===== config.mk =====
export PLATFORM = sky130hd
export DESIGN_NAME = jk_mod_counter
export DESIGN_NICKNAME = d
export VERILOG_FILES = /design/src/rtl/jk_mod_counter.sv
export SDC_FILE = /design/constraint.sdc
export NUM_CORES = 1
export LEC_CHECK = 0
export ABC_AREA = 1
export ABC_CLOCK_PERIOD_IN_PS = 1300
export CAP_MARGIN = 0
export CORE_MARGIN = 2
export CORE_UTILIZATION = 25
export DETAILED_ROUTE_END_ITERATION = 7
export PLACE_DENSITY_LB_ADDON = 0.3
export SYNTH_ARGS = -nofsm -noshare
export SYNTH_HDL_FRONTEND = slang
export SYNTH_HIERARCHICAL = 1
export SYNTH_SLANG_ARGS = --single-unit
export TNS_END_PERCENT = 10

===== constraint.sdc =====
create_clock -name clk -period 1.3 [get_ports clk]
set_input_delay 0.26 -clock clk [delete_from_list [all_inputs] [get_ports clk]]
set_output_delay 0.26 -clock clk [all_outputs]
set_load 0.01 [all_outputs]

===== src/rtl/jk_mod_counter.sv =====
// WIDTH-bit register built from JK flip-flops: modulo up/down counter, parallel load, or raw JK bank.
// All next-state behaviour is expressed as per-bit J/K drive; there is no adder or mux path on q.

module jk_mod_counter_bit #(
  parameter logic RST_BIT = 1'b0
) (
  input  logic clk,
  input  logic rst,
  input  logic j,
  input  logic k,
  output logic q
);
  logic q_d, q_q;

  always_comb begin
    q_d = q_q;
    case ({j, k})
      2'b00: q_d = q_q;
      2'b01: q_d = 1'b0;
      2'b10: q_d = 1'b1;
      2'b11: q_d = ~q_q;
      default: q_d = q_q;
    endcase
  end

  always_ff @(posedge clk or posedge rst) begin
    if (rst) q_q <= RST_BIT;
    else     q_q <= q_d;
  end

  assign q = q_q;
endmodule

module jk_mod_counter #(
  parameter int WIDTH     = 4,
  parameter int MODULUS   = 16,
  parameter int RESET_VAL = 0
) (
  input  logic             clk,
  input  logic             reset_async,
  input  logic             load,
  input  logic [WIDTH-1:0] load_val,
  input  logic             en,
  input  logic [1:0]       mode,
  input  logic [WIDTH-1:0] j_in,
  input  logic [WIDTH-1:0] k_in,
  output logic [WIDTH-1:0] q,
  output logic             tc
);
  typedef enum logic [1:0] {
    M_HOLD = 2'b00,
    M_UP   = 2'b01,
    M_DN   = 2'b10,
    M_JK   = 2'b11
  } mode_e;

  localparam logic [WIDTH-1:0] MAX_V = WIDTH'(MODULUS - 1);
  localparam logic [WIDTH-1:0] RST_V = WIDTH'(RESET_VAL);

  mode_e            mode_s;
  logic [WIDTH-1:0] j_bit, k_bit;
  logic [WIDTH-1:0] t_up, t_dn;
  logic             at_max, at_zero, oor;

  assign mode_s  = mode_e'(mode);
  assign at_max  = (q == MAX_V);
  assign at_zero = (q == '0);

  // A full power-of-two modulus can never be exceeded, so no range compare is built.
  generate
    if (MODULUS < (2 ** WIDTH)) begin : g_oor
      localparam logic [WIDTH-1:0] MOD_V = WIDTH'(MODULUS);
      assign oor = (q >= MOD_V);
    end else begin : g_no_oor
      assign oor = 1'b0;
    end
  endgenerate

  // Bit i toggles when all lower bits are 1 (up) or all 0 (down).
  assign t_up[0] = 1'b1;
  assign t_dn[0] = 1'b1;
  generate
    for (genvar i = 1; i < WIDTH; i++) begin : g_tog
      assign t_up[i] = &q[i-1:0];
      assign t_dn[i] = ~|q[i-1:0];
    end
  endgenerate

  always_comb begin
    j_bit = '0;
    k_bit = '0;
    if (load) begin
      j_bit = load_val;
      k_bit = ~load_val;
    end else if (en) begin
      case (mode_s)
        M_UP: begin
          if (oor || at_max) begin
            j_bit = '0;
            k_bit = '1;
          end else begin
            j_bit = t_up;
            k_bit = t_up;
          end
        end
        M_DN: begin
          if (oor) begin
            j_bit = '0;
            k_bit = '1;
          end else if (at_zero) begin
            j_bit = MAX_V;
            k_bit = ~MAX_V;
          end else begin
            j_bit = t_dn;
            k_bit = t_dn;
          end
        end
        M_JK: begin
          j_bit = j_in;
          k_bit = k_in;
        end
        default: begin
          j_bit = '0;
          k_bit = '0;
        end
      endcase
    end
  end

  generate
    for (genvar i = 0; i < WIDTH; i++) begin : g_bit
      jk_mod_counter_bit #(.RST_BIT(RST_V[i])) u_bit (
        .clk (clk),
        .rst (reset_async),
        .j   (j_bit[i]),
        .k   (k_bit[i]),
        .q   (q[i])
      );
    end
  endgenerate

  assign tc = en & ~load & (((mode_s == M_UP) & at_max) | ((mode_s == M_DN) & at_zero));
endmodule


# Word level (Yosys, flattened, before mapping)
# Cells that the tools add are included.
# totals
register_bits	4
input_bits	18
output_inout_bits	5
wordCells	57
# classes
eq_ne	16
mux	14
bitwise	11
n_reduce_logical	12
# op_table
operator	count
two-way mux 4 bit	8
case mux 4 bit (3 select lines)	2
== test 2 bit, second input constant	10
case mux 1 bit (3 select lines)	4
== test 2 x 1 -> 1 bit, second input constant	5
logical NOT 2 bit	4
inverter 1 bit	5
bitwise AND 1 bit	4
== test 4 bit, second input constant	1
logical NOT 4 bit	1
inverter 4 bit	1
logical NOT 1 bit	3
AND reduction 3 bit	1
OR reduction 3 bit	1
AND reduction 2 bit	1
OR reduction 2 bit	1
OR 1 bit	1

# Logic depth before layout (Yosys ltp)
# Gate-level depths: netlist of run 1.
# depth
ltp_word	8
mapped_depth	10
mapped_depth_nobuf	10

# By module
# Netlist of run 1, hierarchy kept.
# modules_own_cells
module	instances	cells_each	area_per_inst_um2	seq_area_each_um2
jk_mod_counter	1	82	366.6	0.0
jk_mod_counter_bit	4	7	47.5	25.0

# Least setup slack after synthesis of run 1
# Ideal clock, no wire load.
# synth_timing
kind	reg-to-output
from	reg g_bit[0].u_bit.q_q
to	out tc
t_arrival_ns	1.069
required_ns	1.040
setup_slack_ns	-0.029
stages_incl_launch_ff	4
path_buffers	0
cell_sequence	dfrtp_1 > nor2_1 > nand3_1 > a21oi_1
# synth_via
elab_chain_cells	4
word_cells_on_any_way	6
cone_classes	1 x eq/ne; 4 x bitwise; 1 x reduce/logical
# synth_lines
element	line_no	source
from (decl)	13	logic q_d, q_q;
from (signal assigned)	28	else q_q <= q_d;
== test 4 bit or logical NOT 4 bit (tied branches)	66, 67	
bitwise AND 1 bit	142	assign tc = en & ~load & (((mode_s == M_UP) & at_max) | ((mode_s == M_DN) & at_zero));
OR 1 bit *	142	
bitwise AND 1 bit *	142	
to (decl)	48	output logic tc
# Mark *: on every way between the ends. The rest lies on a longest branch, timed or not.

# Worst setup path after layout of run 1
# Same ends and word-level chain as after synthesis.

==> metrics.txt, run 1 <==
instance count on the critical path 5; vias post-DR 772; endpoints failing hold 0; Total GRT Usage 15.1%; First DRT Iteration DRCs 6; Final Skew 0.00255 ns; crit path launch g_bit[0].u_bit/q$_DFFE_PP0P_; site row count 17; top-area cell type share of the netlist area 35.7%; vias in the first global route 734; Die Area 0.00262 mm²; layout overhead on the synthesized area 80.9%; Synth top cells by count 53 x nand2_1, 19 x inv_1, 10 x nor2_1; Buf/Inv on CP 1; # port buffers 22; Async SR Flop Fraction 100%; Rel. slew slack 84.0%; chip height 51.2 µm; CTS Sinks 4; Max Root-Sink Buffers 2; average wire per standard cell between 9 and 10 µm; initial antenna violation count 0; Primary FF master, synth dfrtp_1; PwrDens 941 mW/mm²; Final min period 1.44 ns; H-Tree Depth 1; Design Area, Final 0.00101 mm²; Distinct cells, synth 13; gr ovfl total 0; post-synthesis sequential area ratio roughly 18%; CTS root buf clkbuf_4; CP Data Required Time 1.04 ns; placed cell count 176; Crit Path Class register to output port; yosys warns 6; Hold WC Path Type input pin to async pin; max-slew violations 0; Critical Path Sink Type output port; share of post-route cells with drive strength above 1 between 30% and 40%; largest net degree at the start of global routing 7; CP peak stage delay 0.43 ns; most frequent cell after synthesis nand2_1; nets 174; Worst path top cell family by delay flip-flops; clk_lat worst skew about 0.23 ns; Vias/cell 4.22; critical path data arrival time about 1.2 ns; Startpoint Class register; syn_nets 128; FMAX 696 MHz; # setup viols final 2; Initial Utilization 25.9%; total core area 0.00215 mm²; placed inst area 936 µm²; post-route ant nets 0; synthesized instance count 110; FF-to-FF path depth 9; Residual DRC 0; Largest register FFs 4; fin crit share 110%; RePlAce Congestion 0.813; hold_buf cts 0; Avg Cell Area, Syn around 5.1 µm²; mapped cell area 557 µm²; Worst Tran Pin Value ~0.24 ns; leakage 0.546 nW; worst path cell trace nand2_2 > nor2_4 > nand2_1 > a21oi_2 > buf_2; max-cap violation count 0; RSZ-0062 raised after global routing true; Yosys top cell by area nand2_1; first-pass GRT wire length ~3000 µm; router iterations before antenna repair 4; Crit-path slowest cell dfrtp_2; non-filler cells, final 183; CTS Buf Count 3; final wirelength 1820 µm; Setup WS post-layout -0.136 ns; Peak VDD IR 553 µV; Inserted Diodes 0; Top Ports 23; CTS tree built; reg2reg start g_bit[0].u_bit/q$_DFFE_PP0P_; Setup crit end tc; R2R Setup Slk 0.01 ns; failing checks setup timing; Reg clk slew, reported paths about 0.04 ns; EDFF count, synth 0; ranking of synthesized cells by area nand2_1 36%, dfrtp_1 18%, inv_1 13%, nand3_1 7.2%, nor2_1 6.7%; R2R Path End g_bit[1].u_bit/q$_DFFE_PP0P_; CP Max Fanout 5; Horiz. Die Dim 51.2 µm; flops & latches, synth 4; status finished with violations; DP HPWL 1410 µm
-- power by group --
part	switching (mW)	internal [mW]	leakage [nW]
Sequential	0.0664	0.166	0.0439
Clock	0.0520	0.115	0.0150
Combinational	0.265	0.283	0.487
-- repair_timing --
item / 4_1_cts / 5_1_grt
setup buffers: 1 / 2
setup endpoints to repair: 9 / 9
pin swaps: 1 / 4
resized for setup: 18 / 18
-- through the flow --
stage / setup WS (ns) / utilization [%] / hold WS [ns] / TNS (ns) / power [mW]
after global placement: -0.700 / 43.6 / 0.502 / -2.22 / 0.720
after detailed placement: -0.712 / 43.6 / 0.500 / -2.38 / 0.722
final: -0.136 / 46.9 / 0.249 / -0.151 / 0.948
after global routing: -0.192 / 46.9 / 0.303 / -0.503 / 1.03
after floorplan: 0.0546 / - / -0.0113 / 0 / 0.416
after CTS: -0.154 / 45.1 / 0.247 / -0.223 / 0.893
-- cell families (layout without fill, tap and decap cells) --
family | count (synthesis) | in the layout | share of synthesized area [%]
flops | 4 | 4 | 18.0
simple gates | 78 | 78 | 59.6
compound gates | 7 | 7 | 8.31
buf+inv | 21 | 66 | 14.2
-- area by class of cell --
cell class	count	area, µm²
Timing Repair Buffer	41	340
Multi-Input combinational cell	85	422
Sequential cell	4	105
Inverter	21	78.8
Clock buffer	4	26.3
Fill cell	226	1140
Tap cell	28	35.0
-- worst reg2reg max path, delay by kind of cell, from the launching register on --
kind	cells	cell delay, ns
AOI/OAI and AO/OA	1	0.11
DFF	1	0.43
buffers and inverters	2	0.21
and+or+nand+nor	6	0.43
-- cell usage in the layout, fill, tap and decap left out, types with 2 or more instances in the layout --
cell type,instances
o21ai_1,2
clkbuf_2,3
nor2_4,6
nor2_1,6
inv_2,3
dfrtp_2,4
buf_4,19
o21ai_0,3
inv_1,18
clkdlybuf4s50_1,14
nand2_2,2
dlygate4sd2_1,3
nand3_1,7
clkbuf_4,3
nand2_1,51
or2_2,3
-- per-layer routing --
layer  vias up  part of all wire [%]  wire, µm  global-route usage, %
met5         -                     0         0                      0
met4         0                     0         0                   5.41
met3         0                   3.1        56                   1.46
met2        14                    49       899                   27.3
met1       339                    47       862                   18.4
li1        419                     -         -                      -
-- worst min path at each step --
stage / startpoint / end / cells past startpoint
global placement: reset_async / g_bit[2].u_bit/q$_DFFE_PP0P_ / 2
CTS: reset_async / g_bit[1].u_bit/q$_DFFE_PP0P_ / 2
global route: reset_async / g_bit[3].u_bit/q$_DFFE_PP0P_ / 2
floorplan: reset_async / g_bit[1].u_bit/q$_DFFE_PP0P_ / 1
detailed placement: reset_async / g_bit[0].u_bit/q$_DFFE_PP0P_ / 2
finish: reset_async / g_bit[1].u_bit/q$_DFFE_PP0P_ / 2
(Power assumes the default switching activity.)
==> run 2, diff against run 1 <==
Settings changed: MAX_ROUTING_LAYER set to met4, SETUP_SLACK_MARGIN set to 0.4.
==> metrics.txt, run 2 (synthesis gave the netlist of run 1 again) <==
H-Tree Depth 1 (unchanged); initial antenna violation count 0 (unchanged); router iterations before antenna repair 4 (unchanged); First DRT Iteration DRCs 14 (was 6); FF-to-FF path depth 11 (was 9); end-of-flow core utilization 49.0% (was 46.9%); chip height 51.2 µm (unchanged); Residual DRC 0 (unchanged); clk_lat worst skew 0.23 ns (about the same); nets 179 (was 174); Tot Pwr 0.978 mW (was 0.948 mW); switching share of power 39.1% (was 40.5%); fin crit share 108% (was 110%); vias post-DR 783 (was 772); final wirelength 1770 µm (was 1820 µm); Final Skew 0.00195 ns (was 0.00255 ns); CP Max Fanout 3 (was 5); Max Root-Sink Buffers 2 (unchanged); Clock Power Share 14.6% (was 17.6%); average wire per standard cell 9.47 µm (was 9.93 µm); Peak VDD IR 534 µV (was 553 µV); PwrDens 928 mW/mm² (was 941 mW/mm²); gr ovfl total 0 (unchanged); Comb power frac 61.5% (was 57.9%); Critical Path Sink Type output port (unchanged); layout overhead on the synthesized area 89.2% (was 80.9%); Final min period 1.40 ns (was 1.44 ns); worst path cell trace nor2_2 > nand3_2 > a21oi_2 > buf_2 (was nand2_2 > nor2_4 > nand2_1 > a21oi_2 > buf_2); CP Data Required Time 1.04 ns (about the same); critical path data arrival time 1.14 ns (was 1.18 ns); Seq pwr share 23.9% (was 24.5%); # setup viols final 3 (was 2); Top Ports 23 (unchanged); status finished with violations (unchanged); first-pass GRT wire length 2990 µm (was 3050 µm); max-cap violation count 0 (unchanged); P_int 0.595 mW (was 0.564 mW); most common cell after layout, fill and taps aside nand2_1 (unchanged); Fillers 232 (was 226); Reg clk slew, reported paths 0.03 ns (was 0.04 ns); CP peak stage delay 0.44 ns (was 0.43 ns); CTS Sinks 4 (unchanged); Psw 0.383 mW (was 0.384 mW); largest net degree at the start of global routing 7 (unchanged); CTS root buf clkbuf_4 (unchanged); commonest cells after routing, fill and taps aside 50 x nand2_1, 23 x buf_4, 17 x inv_1 (was 51 x nand2_1, 19 x buf_4, 18 x inv_1); Worst path top cell family by delay flip-flops (unchanged); site row count 17 (unchanged); RePlAce Congestion 0.851 (was 0.813); max-slew violations 0 (unchanged); Vias/cell 4.19 (was 4.22); leakage 0.582 nW (was 0.546 nW); Worst Tran Pin Value 0.240 ns (about the same); Design Area, Final 0.00105 mm² (was 0.00101 mm²); Die Area 0.00262 mm² (unchanged); Hold WC Path Type input pin to async pin (unchanged); vias in the first global route 731 (was 734); Initial Utilization 25.9% (unchanged); # port buffers 22 (unchanged); instance count on the critical path 4 (was 5); Crit Path Class register to output port (unchanged); placed inst area 983 µm² (was 936 µm²); share of post-route cells with drive strength above 1 35.2% (was 31.0%); CTS tree built (unchanged); Setup WS post-layout -0.0999 ns (was -0.136 ns); CTS Buf Count 3 (unchanged); Crit-path slowest cell dfrtp_2 (unchanged); Startpoint Class register (unchanged); post-route ant nets 0 (unchanged); Rel. slew slack 84.0% (about the same); Buf/Inv on CP 1 (unchanged); DP HPWL 1490 µm (was 1410 µm); total core area 0.00215 mm² (unchanged); Horiz. Die Dim 51.2 µm (unchanged); Total GRT Usage 15.3% (was 15.1%); RSZ-0062 raised after global routing true (unchanged); Inserted Diodes 0 (unchanged); FMAX 714 MHz (was 696 MHz); failing checks setup timing (unchanged); Largest register FFs 4 (unchanged); hold_buf cts 0 (unchanged); endpoints failing hold 0 (unchanged)
==> run 2: changes by cell type in the layout (fill, tap and decap cells not counted), moves of 2 or more <==
cell	delta
buf_6	+2
nand2_4	+2
nor2_2	+2
buf_4	+4
clkbuf_2	-3
buf_2	+3
==> run 2: path summary, 6_finish.rpt <==
check                                             startpoint                           end  slack, ns
worst max-delay path            g_bit[3].u_bit/q$_DFFE_PP0P_                            tc       -0.1
worst min-delay path                             reset_async  g_bit[2].u_bit/q$_DFFE_PP0P_       0.26
worst max register to register  g_bit[0].u_bit/q$_DFFE_PP0P_  g_bit[3].u_bit/q$_DFFE_PP0P_      -0.01
worst min register to register  g_bit[1].u_bit/q$_DFFE_PP0P_  g_bit[1].u_bit/q$_DFFE_PP0P_       0.68
max in group asynchronous                        reset_async  g_bit[1].u_bit/q$_DFFE_PP0P_       0.93
min in group clk                                        load  g_bit[2].u_bit/q$_DFFE_PP0P_       0.63
==> run 2: per-stage QoR <==
| step | hold slack, ns | worst slack, ns | instances | setup TNS, ns |
|---|---|---|---|---|
| after floorplan | -0.0113 | 0.146 | 110 | 0 |
| after global placement | 0.509 | -0.698 | 180 | -2.25 |
| after detailed placement | 0.509 | -0.730 | 180 | -2.43 |
| after CTS | 0.263 | -0.112 | 186 | -0.115 |
| after global routing | 0.292 | -0.165 | 187 | -0.534 |
| final | 0.262 | -0.0999 | 187 | -0.123 |
==> run 2: layout make-up <==
| class | count | area, µm² | area share, % |
|---|---|---|---|
| clock buffers | 3 | 22.5 | 2.14 |
| inverters | 21 | 78.8 | 7.48 |
| multi-input cells | 85 | 432 | 41.0 |
| flip-flops and latches | 4 | 105 | 9.98 |
| well taps | 28 | 35.0 | 3.33 |
| repair buffers | 46 | 380 | 36.1 |
==> run 2: metal layers <==
| metal | GRT usage, % | vias to the layer above | part of all wire [%] |
|---|---|---|---|
| li1 | - | 427 | - |
| met1 | 18.2 | 341 | 46 |
| met2 | 27.1 | 15 | 51 |
| met3 | 0.877 | 0 | 3.1 |
| met4 | 5.41 | 0 | 0 |
| met5 | - | - | 0 |
==> run 2: what timing repair did <==
action | CTS | global route
setup endpoints to repair | 9 | 9
buffers inserted | 3 | 1
pin swaps | 12 | 5
gates resized for setup | 33 | 6
==> run 2: worst reg2reg max path, cell delays in order, from the launching register on <==
cell and delay [ns]:
dfrtp_2 0.44, buf_4 0.15, buf_4 0.14, nand3_1 0.07, nor2_1 0.04, nor2_1 0.08, nand2_1 0.06, nand2_1 0.07
nand2_1 0.05, inv_1 0.04, nand2_1 0.04, nand2_1 0.07
==> run 2: power groups by stage <==
stage	registers [mW]	clock network [mW]	logic (mW)
finish	0.234	0.143	0.601
global route	0.238	0.158	0.666
CTS	0.217	0.155	0.577
detailed placement	0.217	0	0.560
global placement	0.217	0	0.554
floorplan	0.246	0	0.194
==> run 3, diff against run 2 <==
Settings changed: REMOVE_ABC_BUFFERS set to 1, SLEW_MARGIN set to 30.
==> metrics.txt, run 3 (synthesis gave the netlist of run 1 again) <==
# setup viols final 1 (was 3); CTS tree built (unchanged); CTS Buf Count 3 (unchanged); WHS 0.251 ns (was 0.262 ns); RSZ-0062 raised after global routing true (unchanged); clk_lat worst skew 0.23 ns (about the same); # port buffers 22 (unchanged); vias post-DR 778 (was 783); worst path cell trace nand2_2 > nor2_4 > nand2_2 > a21oi_2 > buf_2 (was nor2_2 > nand3_2 > a21oi_2 > buf_2); PwrDens 924 mW/mm² (was 928 mW/mm²); end-of-flow core utilization 47.6% (was 49.0%); fin crit share 112% (was 108%); leakage 0.562 nW (was 0.582 nW); Crit-path slowest cell dfrtp_1 (was dfrtp_2); most common cell after layout, fill and taps aside nand2_1 (unchanged); layout overhead on the synthesized area 83.8% (was 89.2%); Final min period 1.46 ns (was 1.40 ns); initial antenna violation count 0 (unchanged); Worst path top cell family by delay flip-flops (unchanged); Worst Tran Pin Value 0.222 ns (was 0.240 ns); H-Tree Depth 1 (unchanged); Max Root-Sink Buffers 2 (unchanged); Critical Path Sink Type output port (unchanged); Reg clk slew, reported paths 0.04 ns (was 0.03 ns); RePlAce Congestion 0.833 (was 0.851); Inserted Diodes 0 (unchanged); CTS root buf clkbuf_4 (unchanged); Top Ports 23 (unchanged); critical path data arrival time 1.20 ns (was 1.14 ns); Buf/Inv on CP 1 (unchanged); Startpoint Class register (unchanged); gr ovfl total 0 (unchanged); Peak VDD IR 612 µV (was 534 µV); first-pass GRT wire length 2930 µm (was 2990 µm); total core area 0.00215 mm² (unchanged); FMAX 686 MHz (was 714 MHz); Setup WS post-layout -0.159 ns (was -0.0999 ns); Hold WC Path Type input pin to async pin (unchanged); Design Area, Final 0.00102 mm² (was 0.00105 mm²); commonest cells after routing, fill and taps aside 48 x nand2_1, 19 x inv_1, 19 x buf_4 (was 50 x nand2_1, 23 x buf_4, 17 x inv_1); nets 176 (was 179); Vias/cell 4.23 (was 4.19); crit-path most repeated cell nand2_2; failing checks setup timing (unchanged); status finished with violations (unchanged); Horiz. Die Dim 51.2 µm (unchanged); Largest register FFs 4 (unchanged); CP peak stage delay 0.42 ns (was 0.44 ns); reg2reg start g_bit[1].u_bit/q$_DFFE_PP0P_ (was g_bit[0].u_bit/q$_DFFE_PP0P_); Total GRT Usage 15.4% (was 15.3%); vias in the first global route 728 (was 731); CTS Sinks 4 (unchanged); max-cap violation count 0 (unchanged); Fillers 247 (was 232); Rel. slew slack 85.2% (was 84.0%); placed inst area 947 µm² (was 983 µm²); router iterations before antenna repair 4 (unchanged); Residual DRC 0 (unchanged); chip height 51.2 µm (unchanged); Initial Utilization 25.9% (unchanged); site row count 17 (unchanged); Final Skew 0.0000276 ns (was 0.00195 ns); CP Data Required Time 1.04 ns (about the same); max-slew violations 0 (unchanged); First DRT Iteration DRCs 7 (was 14); largest net degree at the start of global routing 7 (unchanged); Die Area 0.00262 mm² (unchanged); endpoints failing hold 0 (unchanged); crit path launch g_bit[1].u_bit/q$_DFFE_PP0P_ (was g_bit[3].u_bit/q$_DFFE_PP0P_); CP Max Fanout 4 (was 3); final wirelength 1910 µm (was 1770 µm); Crit Path Class register to output port (unchanged); average wire per standard cell 10.4 µm (was 9.47 µm); DP HPWL 1480 µm (was 1490 µm); share of post-route cells with drive strength above 1 31.4% (was 35.2%); post-route ant nets 0 (unchanged)
## run 3: layout make-up
cell class                 instances  area [µm²]  share of cell area [%]
sequential                         4         101                    9.90
inverter                          21        78.8                    7.70
timing repair buffer              43         369                    36.1
multi-input combinational         85         417                    40.7
tap                               28        35.0                    3.42
clock buffer                       3        22.5                    2.20
## run 3: per-layer routing
metal | global-route usage [%] | vias up | share of wire (%)
met5 | - | - | 0
met4 | 8.11 | 0 | 0.63
met3 | 1.17 | 2 | 2.3
met2 | 27.5 | 16 | 52
met1 | 16.9 | 338 | 45
li1 | - | 422 | -
## run 3: final timing paths
kind | to | slack, ns | cells after the start
max | tc | -0.16 | 5
min | g_bit[0].u_bit/q$_DFFE_PP0P_ | 0.25 | 2
max reg2reg | g_bit[1].u_bit/q$_DFFE_PP0P_ | 0.01 | 9
min reg2reg | g_bit[2].u_bit/q$_DFFE_PP0P_ | 0.69 | 3
max in group asynchronous | g_bit[0].u_bit/q$_DFFE_PP0P_ | 0.94 | 2
min in group clk | g_bit[2].u_bit/q$_DFFE_PP0P_ | 0.65 | 6
## run 3: what timing repair did
item	4_1_cts	5_1_grt
setup endpoints to repair	9	9
cloned	0	0
buffers inserted	2	1
hold buffers	0	0
resized for setup	26	15
pin swaps	1	3
## run 3: worst register-to-register path, stage by stage, from the launching register on
cell and delay [ns]:
dfrtp_1 0.42, nand2_2 0.11, nor2_4 0.13, buf_4 0.11, buf_4 0.10, nor2_1 0.04, o21ai_1 0.11, nand2_1 0.06
nand2_1 0.06, nand2_1 0.05
## run 3: metrics by stage
| stage | std cells | setup WS (ns) | total power [mW] | setup TNS (ns) |
|---|---|---|---|---|
| CTS | 183 | -0.159 | 0.883 | -0.171 |
| floorplan | 110 | -0.0287 | 0.410 | -0.0287 |
| global placement | 178 | -0.680 | 0.726 | -2.18 |
| finish | 184 | -0.159 | 0.946 | -0.159 |
| global route | 184 | -0.240 | 1.03 | -0.588 |
| detailed placement | 178 | -0.723 | 0.730 | -2.29 |
## run 3: power breakdown
group / switching, mW / leakage [nW] / internal, mW
sequential: 0.0522 / 0.0472 / 0.161
combinational: 0.278 / 0.501 / 0.307
clock: 0.0453 / 0.0138 / 0.103
total: 0.375 / 0.562 / 0.571
